--- src/rtl/sqnorm_bound_check_pkg.sv ---
// Shared constants for the squared-norm bound check: widths, per-degree
// L2 bounds and the controller state encoding.
package sqnorm_bound_check_pkg;

  localparam int COEF_W   = 16;
  localparam int NORM_W   = 32;
  localparam int LOGN_MAX = 10;

  // Acceptance bound on the squared norm, indexed by logn.
  localparam logic [NORM_W-1:0] L2BOUND [0:LOGN_MAX] = '{
    32'd0,
    32'd101498,
    32'd208714,
    32'd428865,
    32'd892039,
    32'd1852696,
    32'd3842630,
    32'd7959734,
    32'd16468416,
    32'd34034726,
    32'd70265242
  };

  localparam logic [1:0] ST_IDLE = 2'd0;
  localparam logic [1:0] ST_ACC  = 2'd1;
  localparam logic [1:0] ST_CMP  = 2'd2;

endpackage

--- src/rtl/sat_sq_acc.sv ---
// Square-and-saturating-accumulate datapath: acc += coef*coef, clamping at
// all-ones with a sticky overflow flag.
module sat_sq_acc
  import sqnorm_bound_check_pkg::*;
(
  input  logic              clk,
  input  logic              rst_n,
  input  logic              load,
  input  logic [NORM_W-1:0] load_value,
  input  logic              add_en,
  input  logic [COEF_W-1:0] coef,
  output logic [NORM_W-1:0] acc,
  output logic              overflow
);

  logic signed [NORM_W-1:0] coef_x;
  logic signed [NORM_W-1:0] sq;
  logic        [NORM_W:0]   sum;

  // NOTE: every signal written here gets a value on every pass, so no latch is inferred.
  always_comb begin
    coef_x = NORM_W'(signed'(coef));
    // Largest square is (-32768)^2 = 2^30, which is non-negative in 32 bits.
    sq     = coef_x * coef_x;
    sum    = {1'b0, acc} + {1'b0, sq};
  end

  // NOTE: registered state uses non-blocking assignments so all flops see pre-edge values.
  always_ff @(posedge clk or negedge rst_n) begin
    if (!rst_n) begin
      acc      <= '0;
      overflow <= 1'b0;
    end else if (load) begin
      acc      <= load_value;
      overflow <= 1'b0;
    end else if (add_en) begin
      // Once at all-ones any further non-zero add carries out, keeping it pinned.
      if (sum[NORM_W]) begin
        acc      <= '1;
        overflow <= 1'b1;
      end else begin
        acc <= sum[NORM_W-1:0];
      end
    end
  end

endmodule

--- src/rtl/sqnorm_bound_check.sv ---
// Streams N = 2^logn signed coefficients, accumulates their squares on top
// of an upstream partial norm, and compares the total with L2BOUND[logn].
module sqnorm_bound_check
  import sqnorm_bound_check_pkg::*;
#(
  parameter int logn = 9
) (
  input  logic              clk,
  input  logic              rst_n,
  input  logic              start,
  input  logic [NORM_W-1:0] norm_in,
  input  logic              coef_valid,
  input  logic [COEF_W-1:0] coef,
  output logic              coef_ready,
  output logic              busy,
  output logic              done,
  output logic              pass,
  output logic [NORM_W-1:0] sqn
);

  localparam int                CNT_W = logn + 1;
  localparam logic [CNT_W-1:0]  LAST  = CNT_W'((1 << logn) - 1);
  localparam logic [NORM_W-1:0] BOUND = L2BOUND[logn];

  logic [1:0]        state;
  logic [CNT_W-1:0]  cnt;
  logic              accept;
  logic              load;
  logic [NORM_W-1:0] acc;
  logic              overflow;

  assign coef_ready = (state == ST_ACC);
  assign busy       = (state == ST_ACC) || (state == ST_CMP);
  assign accept     = coef_valid && coef_ready;
  assign load       = (state == ST_IDLE) && start;

  sat_sq_acc u_sat_sq_acc (
    .clk        (clk),
    .rst_n      (rst_n),
    .load       (load),
    .load_value (norm_in),
    .add_en     (accept),
    .coef       (coef),
    .acc        (acc),
    .overflow   (overflow)
  );

  always_ff @(posedge clk or negedge rst_n) begin
    if (!rst_n) begin
      state <= ST_IDLE;
      cnt   <= '0;
      done  <= 1'b0;
      pass  <= 1'b0;
      sqn   <= '0;
    end else begin
      done <= 1'b0;
      case (state)
        ST_IDLE: begin
          if (start) begin
            state <= ST_ACC;
            cnt   <= '0;
            pass  <= 1'b0;
            sqn   <= '0;
          end
        end
        ST_ACC: begin
          if (accept) begin
            cnt <= cnt + CNT_W'(1);
            if (cnt == LAST) state <= ST_CMP;
          end
        end
        ST_CMP: begin
          // acc already holds the Nth square here, so the verdict is one edge later.
          pass  <= (acc <= BOUND) && !overflow;
          sqn   <= acc;
          done  <= 1'b1;
          state <= ST_IDLE;
        end
        default: state <= ST_IDLE;
      endcase
    end
  end

endmodule
--- config.mk ---
export PLATFORM = sky130hd
export DESIGN_NAME = sqnorm_bound_check
export DESIGN_NICKNAME = d
export VERILOG_FILES = /design/src/rtl/sqnorm_bound_check_pkg.sv /design/src/rtl/sat_sq_acc.sv /design/src/rtl/sqnorm_bound_check.sv
export SDC_FILE = /design/constraint.sdc
export NUM_CORES = 1
export LEC_CHECK = 0
export BUFFER_PORTS_ARGS = -buffer_cell sky130_fd_sc_hd__buf_4
export CORE_MARGIN = 3
export CORE_UTILIZATION = 25
export DETAILED_ROUTE_END_ITERATION = 10
export GPL_ROUTABILITY_DRIVEN = 0
export PLACE_DENSITY = 0.48
export SKIP_CTS_REPAIR_TIMING = 1
export SYNTH_ARGS = -nofsm -noshare
export SYNTH_HDL_FRONTEND = slang
export SYNTH_SLANG_ARGS = --single-unit
--- constraint.sdc ---
create_clock -name clk -period 3.45 [get_ports clk]
set_input_delay 0.1725 -clock clk [delete_from_list [all_inputs] [get_ports clk]]
set_output_delay 0.1725 -clock clk [all_outputs]
set_load 0.02 [all_outputs]
==> flow_summary_export.csv, run 1 <==
group,metric,value,unit
run_status,outcome,"complete, but fails checks",
run_status,violations,"hold timing, setup timing",
global_route,grt_max_degree,80,
cts,cts_made_buffers,9,
logic_synthesis,yosys_warnings,0,
final_layout,nFillCells,5746,
logic_synthesis,synth_ff_type,"dfrtp_1",
logic_synthesis,synth_seq_cells,79,
timing,worst_slack,-3390,ps
routing,drc_errors,0,
timing,worstMarginPinSlew,1020,ps
critical_path,worstPathArrival,7070,ps
routing,drt-total-wl,39.4,mm
floorplan,rows,86,
floorplan,fp.dieH,243,microns
logic_synthesis,synthCells,1546,
timing,whs,-26.7,ps
critical_path,r2r_cells,12,
cts,clock_sinks,79,
timing,period_share,198,%
final_layout,seqCellArea,1980,sq um
cts,cts-root-buf,"clkbuf_16",
logic_synthesis,synth.avg_cell_area,9.08,sq um
global_route,grt_pass1_vias,12500,
routing,num_vias,11500,
logic_synthesis,ys_seq_area_share,14.1,%
floorplan,coreArea,55300,sq um
worst_hold_path,min_path_type,"primary input to async pin",
critical_path,critPathCaptureType,"flip-flop",
critical_path,cp.required,3680,ps
global_route,track_usage,13.6,%
floorplan,die_w,243,microns
critical_path,critPathSlowestCell,"fa_1",
cts,path_clk_slew,70,ps
routing,antenna_left,0,
final_layout,area_delta_synth_final,36.9,%
cts,cts.path.max_buffers,2,
timing,timing.slew.headroom,32.0,%
global_route,antenna_found_initial,0,
timing,timing_hold_violations_final,13,
critical_path,rrSetupSlack,630,ps
routing,dr.pass1.iters,5,
critical_path,crit_top_cell,"fa_1",
placement,placed_area,17900,sq um
final_layout,final_area,19200,sq um
timing,rsz0062_at_grt,"yes",
timing,slew_viol_final,0,
logic_synthesis,synth_cell_types,68,
critical_path,crit_end,"u_sat_sq_acc.acc[14]",
floorplan,ios,88,
critical_path,critPathTopFamily,"adder cells",
final_layout,nets,2318,
global_route,grt-ovfl-total,0,
critical_path,path_max_fanout,12,
placement,numPortBuffers,87,
logic_synthesis,synth_area,14000,sq um
cts,clk_latency,340,ps
timing,finalSetupViolCount,33,
critical_path,slowest_delay,540,ps
timing,min_period,6840,ps
logic_synthesis,synth_edf_count,0,
routing,first_iter_violations,521,
job,max-cap-violations,0,
critical_path,path_buf_inv,10,
critical_path,worst_setup_path_start_kind,"primary input",
critical_path,timing.rr.end,"u_sat_sq_acc.acc[14]",
critical_path,startpoint,"coef[9]",
critical_path,timing.rr.start,"u_sat_sq_acc.acc[0]",
critical_path,worstSetupPathType,"primary input to flip-flop",
global_route,grt_pass1_wl,66.2,mm
timing,skew,9.60,ps
logic_synthesis,synth_nets,1961,
cts,htreeDepth,3,
floorplan,start_util,25.4,%
routing,viasPerCell,4.34,
routing,wl_per_cell,14.8,microns
floorplan,die_area,59000,sq um
cts,cts_tree,"yes",
final_layout,multi_input_area,11500,sq um
final_layout,drive_gt1_share,31.1,%
logic_synthesis,synth_async_sr_flop_share,100,%
critical_path,worstSetupPathDepth,31,
placement,hpwl,33.5,mm
timing,fmax,146,MHz
final_layout,antenna_cells,0,
[synth_stat cells, types with 13 or more instances]
| cell type | instances | area [sq um] |
|---|---|---|
| a22o_1 | 34 | 298 |
| nor2_1 | 80 | 300 |
| a21o_1 | 29 | 218 |
| o21ai_0 | 35 | 175 |
| xor2_1 | 22 | 193 |
| o22ai_1 | 31 | 194 |
| nand2b_1 | 15 | 93.8 |
| and2_1 | 40 | 250 |
| xnor2_1 | 44 | 385 |
| ha_1 | 125 | 1560 |
| dfrtp_1 | 79 | 1980 |
| nand2_1 | 139 | 522 |
| inv_1 | 349 | 1310 |
| a21oi_1 | 73 | 365 |
| clkbuf_1 | 38 | 143 |
| nand3_1 | 13 | 65.1 |
| fa_1 | 238 | 4760 |
| o21ai_1 | 16 | 80.1 |
[cell type report]
type,count,area share (%)
Clock inverter,7,0.410
Sequential cell,79,10.3
Inverter,350,6.93
Multi-Input combinational cell,1072,59.7
Timing Repair Buffer,391,16.7
Tap cell,748,4.87
Clock buffer,9,1.17
[layer usage]
layer / routed length [microns] / GRT usage (%) / part of all wire [%]
met5: 0 / 0 / 0
met4: 546 / 2.27 / 1.4
met3: 1350 / 1.51 / 3.4
met2: 18000 / 21.5 / 46
met1: 19500 / 20.2 / 49
[worst register-to-register path: stages, from the launching register on]
cell and delay [ps]:
dfrtp_1 430, ha_1 240, ha_1 230, a211oi_1 270, o21a_2 240, a2111oi_4 90
o21a_2 270, a31oi_4 220, o21ai_4 100, buf_12 150, buf_12 140, o21bai_1 160
a22o_1 180
[logic make-up after synthesis]
group,Yosys count,share of synthesized area [%]
buf+inv,395,10.7
fa+ha+maj,363,45.1
simple gates,346,11.6
compound gates,295,14.3
flops,79,14.1
xor+xnor,66,4.12
mux,2,0.152
[cells in the final DEF (no fill, tap or decap), drive strengths merged, types with 13 or more instances in the layout]
| cell | n |
|---|---|
| a21o | 29 |
| a21oi | 73 |
| a22o | 34 |
| and2 | 40 |
| buf | 389 |
| dfrtp | 79 |
| fa | 238 |
| ha | 125 |
| inv | 350 |
| nand2 | 139 |
| nand2b | 15 |
| nand3 | 13 |
| nor2 | 80 |
| o21ai | 52 |
| o22ai | 31 |
| xnor2 | 44 |
| xor2 | 22 |
[worst min path at each step]
stage,end,slack [ps],cells after the start
2_1_floorplan,cnt[0],-120,0
3_3_place_gp,sqn[29],410,1
3_5_place_dp,sqn[29],400,1
4_1_cts,sqn[30],30,1
5_1_grt,sqn[30],70,1
6_report,sqn[30],-30,1
[per-stage QoR]
stage / hold WS (ps) / utilization (%) / worst slack (ps) / cells / setup TNS [ps]
after CTS: 26.4 / 32.9 / -3600 / 2637 / -115750
final: -26.7 / 34.7 / -3390 / 2656 / -109600
after floorplan: -123 / - / -3360 / 1546 / -109640
after global placement: 415 / 32.4 / -3870 / 2621 / -124810
after global routing: 69.4 / 34.7 / -3700 / 2656 / -119070
after detailed placement: 398 / 32.4 / -3930 / 2621 / -126710
[flip-flops by register name, summed over array words and instances, names as in the netlist]
name	flops
sqn	32
u_sat_sq_acc.overflow	1
cnt	10
state	2
done	1
pass	1
u_sat_sq_acc.acc	32
Power of run 1 is left out: the tool's default activity adds up to more than one toggle a clock period on the data nets, which glitch-free logic cannot reach.
==> run 2, diff against run 1 <==
--- a/config.mk
+++ b/config.mk
@@ -6,11 +6,14 @@
 export NUM_CORES = 1
 export LEC_CHECK = 0
 export BUFFER_PORTS_ARGS = -buffer_cell sky130_fd_sc_hd__buf_4
+export CELL_PAD_IN_SITES_DETAIL_PLACEMENT = 0
+export CELL_PAD_IN_SITES_GLOBAL_PLACEMENT = 1
 export CORE_MARGIN = 3
 export CORE_UTILIZATION = 25
 export DETAILED_ROUTE_END_ITERATION = 10
 export GPL_ROUTABILITY_DRIVEN = 0
-export PLACE_DENSITY = 0.48
+export GPL_TIMING_DRIVEN = 1
+export PLACE_DENSITY = 0.56
 export SKIP_CTS_REPAIR_TIMING = 1
 export SYNTH_ARGS = -nofsm -noshare
 export SYNTH_HDL_FRONTEND = slang
==> flow_summary_export.csv, run 2 (synthesis gave the netlist of run 1 again) <==
group,metric,value,unit
run_status,outcome,"complete, but fails checks",
run_status,violations,"setup timing",
routing,drt-total-wl,40.0,mm
floorplan,die_area,59000,sq um
global_route,grt_pass1_vias,12400,
routing,wl_met2,18.7,mm
cts,clock_sinks,79,
routing,viasPerCell,4.32,
critical_path,path_max_fanout,8,
routing,met3_length,1.04,mm
placement,numPortBuffers,87,
timing,skew,13.2,ps
worst_hold_path,min_path_cells,3,
final_layout,layout_common_cells,"buf_4, inv_1, fa_1, nand2_1, ha_1",
global_route,grt_max_degree,60,
cts,cts_made_buffers,9,
timing,final.setup.tns,-111770,ps
routing,num_vias,11500,
floorplan,die_w,243,microns
critical_path,path_buf_inv,11,
routing,wl_per_cell,15.0,microns
final_layout,nets,2325,
routing,highest_layer,"met4",
cts,cts.path.max_buffers,2,
cts,htreeDepth,3,
placement,placed_area,18000,sq um
final_layout,final_area,19100,sq um
critical_path,worstSetupPathType,"primary input to flip-flop",
timing,worstMarginPinSlew,768,ps
critical_path,critPathSlowestCell,"fa_1",
worst_hold_path,min_path_type,"primary input to flip-flop",
final_layout,top_regs,"sqn x32, u_sat_sq_acc.acc x32, cnt x10",
final_layout,final_core_util,34.6,%
timing,whs,121,ps
placement,hpwl,33.9,mm
timing,rsz0062_at_grt,"yes",
critical_path,critPathTopFamily,"adder cells",
global_route,track_usage,13.7,%
floorplan,rows,86,
timing,period_share,201,%
routing,first_iter_violations,421,
floorplan,start_util,25.4,%
routing,dr.pass1.iters,5,
critical_path,worstPathArrival,7170,ps
critical_path,crit_top_cell,"fa_1",
critical_path,timing.rr.start,"u_sat_sq_acc.acc[0]",
critical_path,worst_setup_path_start_kind,"primary input",
critical_path,critPathCaptureType,"flip-flop",
final_layout,drive_gt1_share,30.1,%
critical_path,slowest_delay,570,ps
critical_path,cp.required,3690,ps
cts,cts-root-buf,"clkbuf_16",
job,max-cap-violations,0,
floorplan,ios,88,
critical_path,r2r_cells,12,
timing,timing_hold_violations_final,0,
global_route,antenna_found_initial,0,
timing,finalSetupViolCount,33,
timing,fmax,144,MHz
cts,path_clk_slew,60,ps
final_layout,area_delta_synth_final,36.1,%
global_route,grt_pass1_wl,66.1,mm
floorplan,fp.dieH,243,microns
routing,antenna_left,0,
global_route,grt-ovfl-total,0,
routing,drc_errors,0,
floorplan,coreArea,55300,sq um
critical_path,timing.rr.end,"u_sat_sq_acc.acc[14]",
cts,clk_latency,360,ps
final_layout,antenna_cells,0,
worst_hold_path,min-delay-start,"norm_in[16]",
timing,worst_slack,-3470,ps
critical_path,startpoint,"coef[3]",
timing,slew_viol_final,0,
routing,m1WireLength,20.0,mm
timing,min_period,6920,ps
timing,timing.slew.headroom,48.8,%
critical_path,rrSetupSlack,580,ps
final_layout,mostFrequentLayoutCell,"buf_4",
worst_hold_path,min_to,"u_sat_sq_acc.acc[16]",
cts,cts_tree,"yes",
==> run 2: per-layer routing <==
metal	vias to the layer above	track usage, %
met1	5701	20.3
met4	0	1.85
met3	11	1.20
li1	5664	-
met2	139	22.3
met5	-	0
==> run 2: stage by stage <==
step	std cells	setup WS [ps]
detailed placement	2628	-4010
finish	2663	-3470
CTS	2644	-3670
global placement	2628	-4040
floorplan	1546	-3360
global route	2663	-3750
==> run 2: final cells by class <==
| type | count | area, sq um |
|---|---|---|
| repair buffers | 398 | 3150 |
| multi-input cells | 1072 | 11400 |
| flip-flops and latches | 79 | 1980 |
| clock inverters | 7 | 78.8 |
| fillers | 5771 | 36200 |
| clock buffers | 9 | 225 |
| well taps | 748 | 936 |
| inverters | 350 | 1330 |
==> run 2: worst max-delay path by stage <==
stage	to	slack, ps	cells past startpoint
global placement	u_sat_sq_acc.acc[29]	-4040	32
CTS	u_sat_sq_acc.acc[29]	-3670	32
global route	u_sat_sq_acc.acc[14]	-3750	33
floorplan	u_sat_sq_acc.acc[14]	-3360	33
detailed placement	u_sat_sq_acc.acc[29]	-4010	32
finish	u_sat_sq_acc.acc[14]	-3470	35
==> run 2: worst reg2reg max path, delay by kind of cell (launching register included) <==
| family | cells | cell delay (ps) |
|---|---|---|
| adder cells (fa/ha/maj) | 2 | 490 |
| AO/OA/AOI/OAI | 8 | 1570 |
| buffers and inverters | 2 | 290 |
| flip-flops | 1 | 420 |
Power of run 2 is left out for the same reason.
